$ cat src/rtl/demux_pkg.sv
// Shared constants and types for the 1-to-2 stream demultiplexer.
package demux_pkg;

    localparam int WIDTH_DEF = 32;
    localparam int CNT_W_DEF = 16;

    typedef enum logic [1:0] {
        OCC_EMPTY,
        OCC_ONE,
        OCC_FULL
    } occ_t;

    localparam logic SEL_A = 1'b0;
    localparam logic SEL_B = 1'b1;

endpackage

$ cat src/rtl/demux_stream_if.sv
// Producer-side and two consumer-side valid/ready handshakes of the demultiplexer.
interface demux_stream_if import demux_pkg::*; #(
    parameter int WIDTH = WIDTH_DEF
);
    logic             in_valid;
    logic             in_ready;
    logic             in_sel;
    logic [WIDTH-1:0] in_data;
    logic             out_a_valid;
    logic             out_a_ready;
    logic [WIDTH-1:0] out_a_data;
    logic             out_b_valid;
    logic             out_b_ready;
    logic [WIDTH-1:0] out_b_data;

    modport slave (
        input  in_valid, in_sel, in_data, out_a_ready, out_b_ready,
        output in_ready, out_a_valid, out_a_data, out_b_valid, out_b_data
    );

    modport master (
        output in_valid, in_sel, in_data, out_a_ready, out_b_ready,
        input  in_ready, out_a_valid, out_a_data, out_b_valid, out_b_data
    );
endinterface

$ cat src/rtl/demux_stream_skid_fifo2.sv
// Generic 2-entry in-order FIFO, 1-cycle write-to-read latency, full rate under backpressure.
// wr_ready is registered (next occupancy != FULL), so there is no rd_ready -> wr_ready path.
module skid_fifo2 import demux_pkg::*; #(
    parameter int DW = WIDTH_DEF + 1
) (
    input  logic          clk,
    input  logic          rst_n,
    input  logic          wr_valid,
    output logic          wr_ready,
    input  logic [DW-1:0] wr_data,
    output logic          rd_valid,
    input  logic          rd_ready,
    output logic [DW-1:0] rd_data
);
    occ_t          occ;
    logic [DW-1:0] head;
    logic [DW-1:0] tail;
    logic          push;
    logic          pop;

    assign push     = wr_valid && wr_ready;
    assign rd_valid = (occ != OCC_EMPTY);
    assign pop      = rd_valid && rd_ready;
    assign rd_data  = head;

    always_ff @(posedge clk or negedge rst_n) begin
        if (!rst_n) begin
            occ      <= OCC_EMPTY;
            head     <= '0;
            tail     <= '0;
            wr_ready <= 1'b0;
        end else begin
            case (occ)
                OCC_EMPTY: begin
                    wr_ready <= 1'b1;
                    if (push) begin
                        head <= wr_data;
                        occ  <= OCC_ONE;
                    end
                end
                OCC_ONE: begin
                    wr_ready <= !(push && !pop);
                    if (push && pop) begin
                        head <= wr_data;
                    end else if (push) begin
                        tail <= wr_data;
                        occ  <= OCC_FULL;
                    end else if (pop) begin
                        occ  <= OCC_EMPTY;
                    end
                end
                OCC_FULL: begin
                    // No push is possible here: wr_ready was already low.
                    wr_ready <= pop;
                    if (pop) begin
                        head <= tail;
                        occ  <= OCC_ONE;
                    end
                end
                default: begin
                    occ      <= OCC_EMPTY;
                    wr_ready <= 1'b0;
                end
            endcase
        end
    end
endmodule

$ cat src/rtl/demux_stream.sv
// Registered 1-to-2 stream demux: word accepted at edge N shows on its port at N+1.
// Head-of-line blocking, in-order; in_ready registered, full rate with ready held high.
module demux_stream import demux_pkg::*; #(
    parameter int WIDTH = WIDTH_DEF,
    parameter int CNT_W = CNT_W_DEF
) (
    input  logic             clk,
    input  logic             rst_n,
    demux_stream_if.slave    io,
    input  logic             clr_cnt,
    output logic [CNT_W-1:0] cnt_a,
    output logic [CNT_W-1:0] cnt_b
);
    localparam logic [CNT_W-1:0] CNT_ONE = {{(CNT_W-1){1'b0}}, 1'b1};

    logic [WIDTH:0] rd_data;
    logic           rd_valid;
    logic           rd_ready;
    logic           head_sel;
    logic           a_fire;
    logic           b_fire;

    skid_fifo2 #(.DW(WIDTH + 1)) u_fifo (
        .clk      (clk),
        .rst_n    (rst_n),
        .wr_valid (io.in_valid),
        .wr_ready (io.in_ready),
        .wr_data  ({io.in_sel, io.in_data}),
        .rd_valid (rd_valid),
        .rd_ready (rd_ready),
        .rd_data  (rd_data)
    );

    assign head_sel       = rd_data[WIDTH];
    assign io.out_a_valid = rd_valid && (head_sel == SEL_A);
    assign io.out_b_valid = rd_valid && (head_sel == SEL_B);
    assign io.out_a_data  = rd_data[WIDTH-1:0];
    assign io.out_b_data  = rd_data[WIDTH-1:0];

    // Only the port the head is routed to may release it.
    assign rd_ready = (head_sel == SEL_B) ? io.out_b_ready : io.out_a_ready;
    assign a_fire   = io.out_a_valid && io.out_a_ready;
    assign b_fire   = io.out_b_valid && io.out_b_ready;

    always_ff @(posedge clk or negedge rst_n) begin
        if (!rst_n) begin
            cnt_a <= '0;
            cnt_b <= '0;
        end else if (clr_cnt) begin
            cnt_a <= '0;
            cnt_b <= '0;
        end else begin
            if (a_fire) cnt_a <= cnt_a + CNT_ONE;
            if (b_fire) cnt_b <= cnt_b + CNT_ONE;
        end
    end
endmodule
$ cat src/flat_wrapper.sv
// flat-port wrapper written by rule: the top's interface ports become plain ports
module demux_stream_flat import demux_pkg::*;
#(
    parameter int WIDTH = WIDTH_DEF,
    parameter int CNT_W = CNT_W_DEF
)
  (clk, rst_n, clr_cnt, cnt_a, cnt_b, io_in_valid, io_in_sel, io_in_data, io_out_a_ready, io_out_b_ready, io_in_ready, io_out_a_valid, io_out_a_data, io_out_b_valid, io_out_b_data);
  demux_stream_if #(.WIDTH(WIDTH)) io_i ();
  input  logic clk;
  input  logic rst_n;
  input  logic clr_cnt;
  output logic [CNT_W-1:0] cnt_a;
  output logic [CNT_W-1:0] cnt_b;
  input wire logic [$bits(io_i.in_valid)-1:0] io_in_valid;
  input wire logic [$bits(io_i.in_sel)-1:0] io_in_sel;
  input wire logic [$bits(io_i.in_data)-1:0] io_in_data;
  input wire logic [$bits(io_i.out_a_ready)-1:0] io_out_a_ready;
  input wire logic [$bits(io_i.out_b_ready)-1:0] io_out_b_ready;
  output wire logic [$bits(io_i.in_ready)-1:0] io_in_ready;
  output wire logic [$bits(io_i.out_a_valid)-1:0] io_out_a_valid;
  output wire logic [$bits(io_i.out_a_data)-1:0] io_out_a_data;
  output wire logic [$bits(io_i.out_b_valid)-1:0] io_out_b_valid;
  output wire logic [$bits(io_i.out_b_data)-1:0] io_out_b_data;
  assign io_i.in_valid = io_in_valid;
  assign io_i.in_sel = io_in_sel;
  assign io_i.in_data = io_in_data;
  assign io_i.out_a_ready = io_out_a_ready;
  assign io_i.out_b_ready = io_out_b_ready;
  assign io_in_ready = io_i.in_ready;
  assign io_out_a_valid = io_i.out_a_valid;
  assign io_out_a_data = io_i.out_a_data;
  assign io_out_b_valid = io_i.out_b_valid;
  assign io_out_b_data = io_i.out_b_data;
  demux_stream #(.WIDTH(WIDTH), .CNT_W(CNT_W)) u_core (.clk(clk), .rst_n(rst_n), .io(io_i), .clr_cnt(clr_cnt), .cnt_a(cnt_a), .cnt_b(cnt_b));
endmodule
$ cat config.mk
export PLATFORM = sky130hd
export DESIGN_NAME = demux_stream_flat
export DESIGN_NICKNAME = d
export VERILOG_FILES = /design/src/rtl/demux_pkg.sv /design/src/rtl/demux_stream_if.sv /design/src/rtl/demux_stream_skid_fifo2.sv /design/src/rtl/demux_stream.sv /design/src/flat_wrapper.sv
export SDC_FILE = /design/constraint.sdc
export NUM_CORES = 1
export LEC_CHECK = 0
export CAP_MARGIN = 40
export CORE_UTILIZATION = 45
export CTS_BUF_LIST = sky130_fd_sc_hd__clkbuf_4 sky130_fd_sc_hd__clkbuf_8
export DETAILED_ROUTE_END_ITERATION = 6
export PLACE_DENSITY = 0.78
export SLEW_MARGIN = 20
export SYNTH_ARGS = -nofsm -noshare
export SYNTH_HDL_FRONTEND = slang
export SYNTH_SLANG_ARGS = --single-unit
$ cat constraint.sdc
create_clock -name clk -period 2.1 [get_ports clk]
set_input_delay 0.315 -clock clk [delete_from_list [all_inputs] [get_ports clk]]
set_output_delay 0.315 -clock clk [all_outputs]
set_load 0.01 [all_outputs]
==> impl_metrics.toml, run 1 <==
[synth]
most_used_dff_post_synth = "sky130_fd_sc_hd__dfrtp_1"
synthCells = 437
syn_avg_cell_area_um2 = 11.7
portion_of_the_post_synthesis_area_used_by_sequential_elements_pct = 49.6
ys.warnings.count = 0
synth.cell_area_um2 = 5100
synth-seq-cells = 101
syn_nets = 478
count_of_flip_flops_with_a_built_in_enable_after_synthesis = 0
post_synth_num_cell_types = 32
synth_async_sr_flop_share_pct = 100

[worst_setup_path]
ff2ff_setup_slack_ns = 0.11
worstPathCellList = "ha_1, nand2_1, or4_1, or4_1, a21oi_1"
reg2reg_from = "u_core.cnt_a[0]"
timing.critical_path.from_type = "register"
worstRegToRegCells = 5
regToRegEndpoint = "u_core.cnt_a[14]"
path_max_fanout = 7
critical_path.max_stage_delay_ns = 0.55
end_kind = "register"
critPathKind = "reg2reg"
critPathArrivalTime_ns = 2.29
crit_path_slowest_cell = "sky130_fd_sc_hd__or4_1"
data_required_time_of_the_worst_path_ns = 2.40
cpMostUsedCell = "sky130_fd_sc_hd__or4_1"

[power_and_ir_drop]
switchingPower_w = 0.00249
seq_power_share_pct = 37.9
power_frac_clock_pct = 16.8
vdd_drop_max_mv = 0.833
comb_pwr_share_pct = 45.2
p_leak_nw = 2.63
internal_power_w = 0.00564
p_per_area_nw_per_um2 = 1250
power_switching_share_pct = 30.6

[timing]
max_slew.worst_pin.slew_ns = 0.415
min_period_over_period_pct = 94.6
finalClockSkew_ns = 0.0125
report.final.setup_viol = 0
fin_worst_hold_slack_ns = 0.404
final_period_minus_worst_setup_slack_ns = 1.99
report.final.slew_viol_count = 0
report.final.hold_viol_count = 0
slew_headroom_pct = 72.0
grt_setup_unrepaired = "no"
timing.fmax_ghz = 0.503

[clock_tree]
clk_path_buf_depth = 2
cts_num_sinks = 101
total_clock_buffers_created_by_cts = 9
worstSkewPairLatency_ns = 0.37
clock_tree_from_tritoncts = "yes"
cts_root_buffer = "sky130_fd_sc_hd__clkbuf_8"
cts_max_level = 3
postCtsSetupBuffers = 0
clock_pin_slew_on_the_worst_setup_and_hold_paths_ns = 0.09

[floorplan]
core_um2 = 10900
io-pin-count = 138
chipHeight_um = 108
placementRows = 38
die-width_um = 108
initial_utilization_pct = 46.6
full_die_area_um2 = 11800

[placement]
place.gp.congestion = 0.793
portbufs = 137
placement.cell_area_um2 = 6260
detailed_place_hpwl_um = 7390

[cells_and_area]
layout-area-overhead-vs-synth_pct = 27.4
finish.net_count = 562
leading_cell_type_in_the_layout_fill_and_taps_excluded = "sky130_fd_sc_hd__clkdlybuf4s50_1"
layout_common_cells = "sky130_fd_sc_hd__clkdlybuf4s50_1 (136), sky130_fd_sc_hd__mux2_2 (102), sky130_fd_sc_hd__dfrtp_1 (101)"
design_area_um2 = 6500
layout-drive-gt1-share_pct = 27.4
layout.filler_cells = 928
insertedDiodeCount = 0
final_core_utilization_pct = 59.4

[grt]
grt_first_pass_wirelength_um = 16800
overflow = 0
first_global_vias = 3504
track_usage_pct = 18.4
grt_max_degree = 50
initial_antenna_violation_count = 0

[detailed_routing]
postRouteWirelength_um = 10200
wire_per_inst_um = 15.4
antenna_violating_nets_post_route = 0
initialDrtViolationCount = 107
drc = 0
dr_total_vias = 3429
routed_via_count_divided_by_cell_count = 5.15
first_pass_iters = 4

[hold_path]
timing.hold.worst.class = "in2async"

[flow_run]
cap_violations = 0

[status]
result_of_the_run = "finished, final reports clean"
==> routing by layer <==
layer | up-vias | GRT usage (%) | wire length [µm]
li1 | 1617 | - | -
met2 | 98 | 30.3 | 5020
met3 | 11 | 5.30 | 671
met4 | 0 | 7.24 | 172
met5 | - | 0 | 0
met1 | 1703 | 22.9 | 4380
==> cell usage after synthesis, types with 2 or more instances <==
master                     count  area share (%)
sky130_fd_sc_hd__buf_4        64             9.4
sky130_fd_sc_hd__and3_1        2            0.25
sky130_fd_sc_hd__inv_1         7            0.52
sky130_fd_sc_hd__nor4_1        4            0.49
sky130_fd_sc_hd__or3_1         9             1.1
sky130_fd_sc_hd__dfrtp_1     101              50
sky130_fd_sc_hd__nor2b_1       5            0.61
sky130_fd_sc_hd__nand2_1      17             1.3
sky130_fd_sc_hd__clkbuf_1      8            0.59
sky130_fd_sc_hd__xor2_1        2            0.34
sky130_fd_sc_hd__nor3_1        5            0.49
sky130_fd_sc_hd__xnor2_1      13             2.2
sky130_fd_sc_hd__ha_1          2            0.49
sky130_fd_sc_hd__mux2_2      102              23
sky130_fd_sc_hd__or4_1         7             1.0
sky130_fd_sc_hd__o21ai_0      10            0.98
sky130_fd_sc_hd__nand3_1      12             1.2
sky130_fd_sc_hd__buf_1         2            0.15
sky130_fd_sc_hd__o31ai_1       4            0.59
sky130_fd_sc_hd__nor2_1       22             1.6
sky130_fd_sc_hd__nand4_1       4            0.49
sky130_fd_sc_hd__a21oi_1      16             1.6
sky130_fd_sc_hd__buf_2        10            0.98
==> flip-flops by register name, summed over array words and instances (netlist names) <==
name	flops
u_core.u_fifo.rd_data	33
u_core.u_fifo.occ	2
u_core.u_fifo.tail	33
u_core.u_fifo.wr_ready	1
u_core.cnt_b	16
u_core.cnt_a	16
==> logic make-up (layout without fill, tap and decap cells) <==
| family | Yosys count | in the layout | synth area share, % |
|---|---|---|---|
| muxes | 102 | 102 | 22.5 |
| DFF | 101 | 101 | 49.6 |
| buffers and inverters | 92 | 181 | 11.9 |
| and+or+nand+nor | 90 | 90 | 9.05 |
| AOI/OAI and AO/OA | 35 | 35 | 3.90 |
| xor gates and xnor gates | 15 | 15 | 2.58 |
| adders and majority gates | 2 | 2 | 0.491 |
==> per-stage QoR <==
stage	TNS [ns]	worst slack [ns]	total power, W	std cells
floorplan	0	0.104	0.00574	437
global placement	-6.61	-0.183	0.00670	649
detailed placement	-9.70	-0.232	0.00683	649
CTS	0	0.0789	0.00822	666
global route	0	0.0296	0.00864	666
finish	0	0.113	0.00813	666
==> area by class of cell <==
cell class                 instances  area [µm²]  share of cell area (%)
multi-input combinational        244        1980                    30.5
clock buffer                      10         138                    2.12
clock inverter                     6        83.8                    1.29
timing repair buffer             158        1570                    24.1
tap                              140         175                    2.70
inverter                           7        26.3                   0.404
sequential                       101        2530                    38.9
==> worst max-delay path by stage <==
stage                                   start          endpoint  slack [ns]  cells past startpoint
floorplan           u_core.u_fifo.rd_data[32]  u_core.cnt_a[15]        0.10                      6
global placement               io_out_a_ready  u_core.cnt_a[14]       -0.18                      5
detailed placement             io_out_a_ready   u_core.cnt_a[9]       -0.23                      6
CTS                      u_core.u_fifo.occ[1]    io_out_b_valid        0.08                      4
global route                  u_core.cnt_a[0]  u_core.cnt_a[14]        0.03                      5
finish                        u_core.cnt_a[0]  u_core.cnt_a[14]        0.11                      5
==> worst max-delay path, delay by kind of cell, from the launching register on <==
family | cells | cell delay (ns)
flops | 1 | 0.45
fa+ha+maj | 1 | 0.19
compound gates | 1 | 0.15
simple gates | 3 | 1.14
==> power by group through the flow <==
stage | Combinational (W) | Sequential, W | Clock (W)
4_1_cts | 0.00373 | 0.00309 | 0.00141
6_report | 0.00368 | 0.00308 | 0.00137
3_5_place_dp | 0.00371 | 0.00312 | 0
2_1_floorplan | 0.00275 | 0.00299 | 0
3_3_place_gp | 0.00363 | 0.00306 | 0
5_1_grt | 0.00397 | 0.00318 | 0.00149
==> what timing repair did <==
item / 4_1_cts / 5_1_grt
endpoints found under the setup margin: 0 / 1
hold buffers: 1 / 0
gates resized for setup: 0 / 1
hold endpoints to repair: 29 / 0
Power figures use the tool's default switching activity.
==> run 2, diff against run 1 <==
--- a/config.mk
+++ b/config.mk
@@ -5,7 +5,7 @@
 export SDC_FILE = /design/constraint.sdc
 export NUM_CORES = 1
 export LEC_CHECK = 0
-export CAP_MARGIN = 40
+export CAP_MARGIN = 10
 export CORE_UTILIZATION = 45
 export CTS_BUF_LIST = sky130_fd_sc_hd__clkbuf_4 sky130_fd_sc_hd__clkbuf_8
 export DETAILED_ROUTE_END_ITERATION = 6
==> results of run 2 <==
Final layout, timing and power as in run 1 (identical DEF).
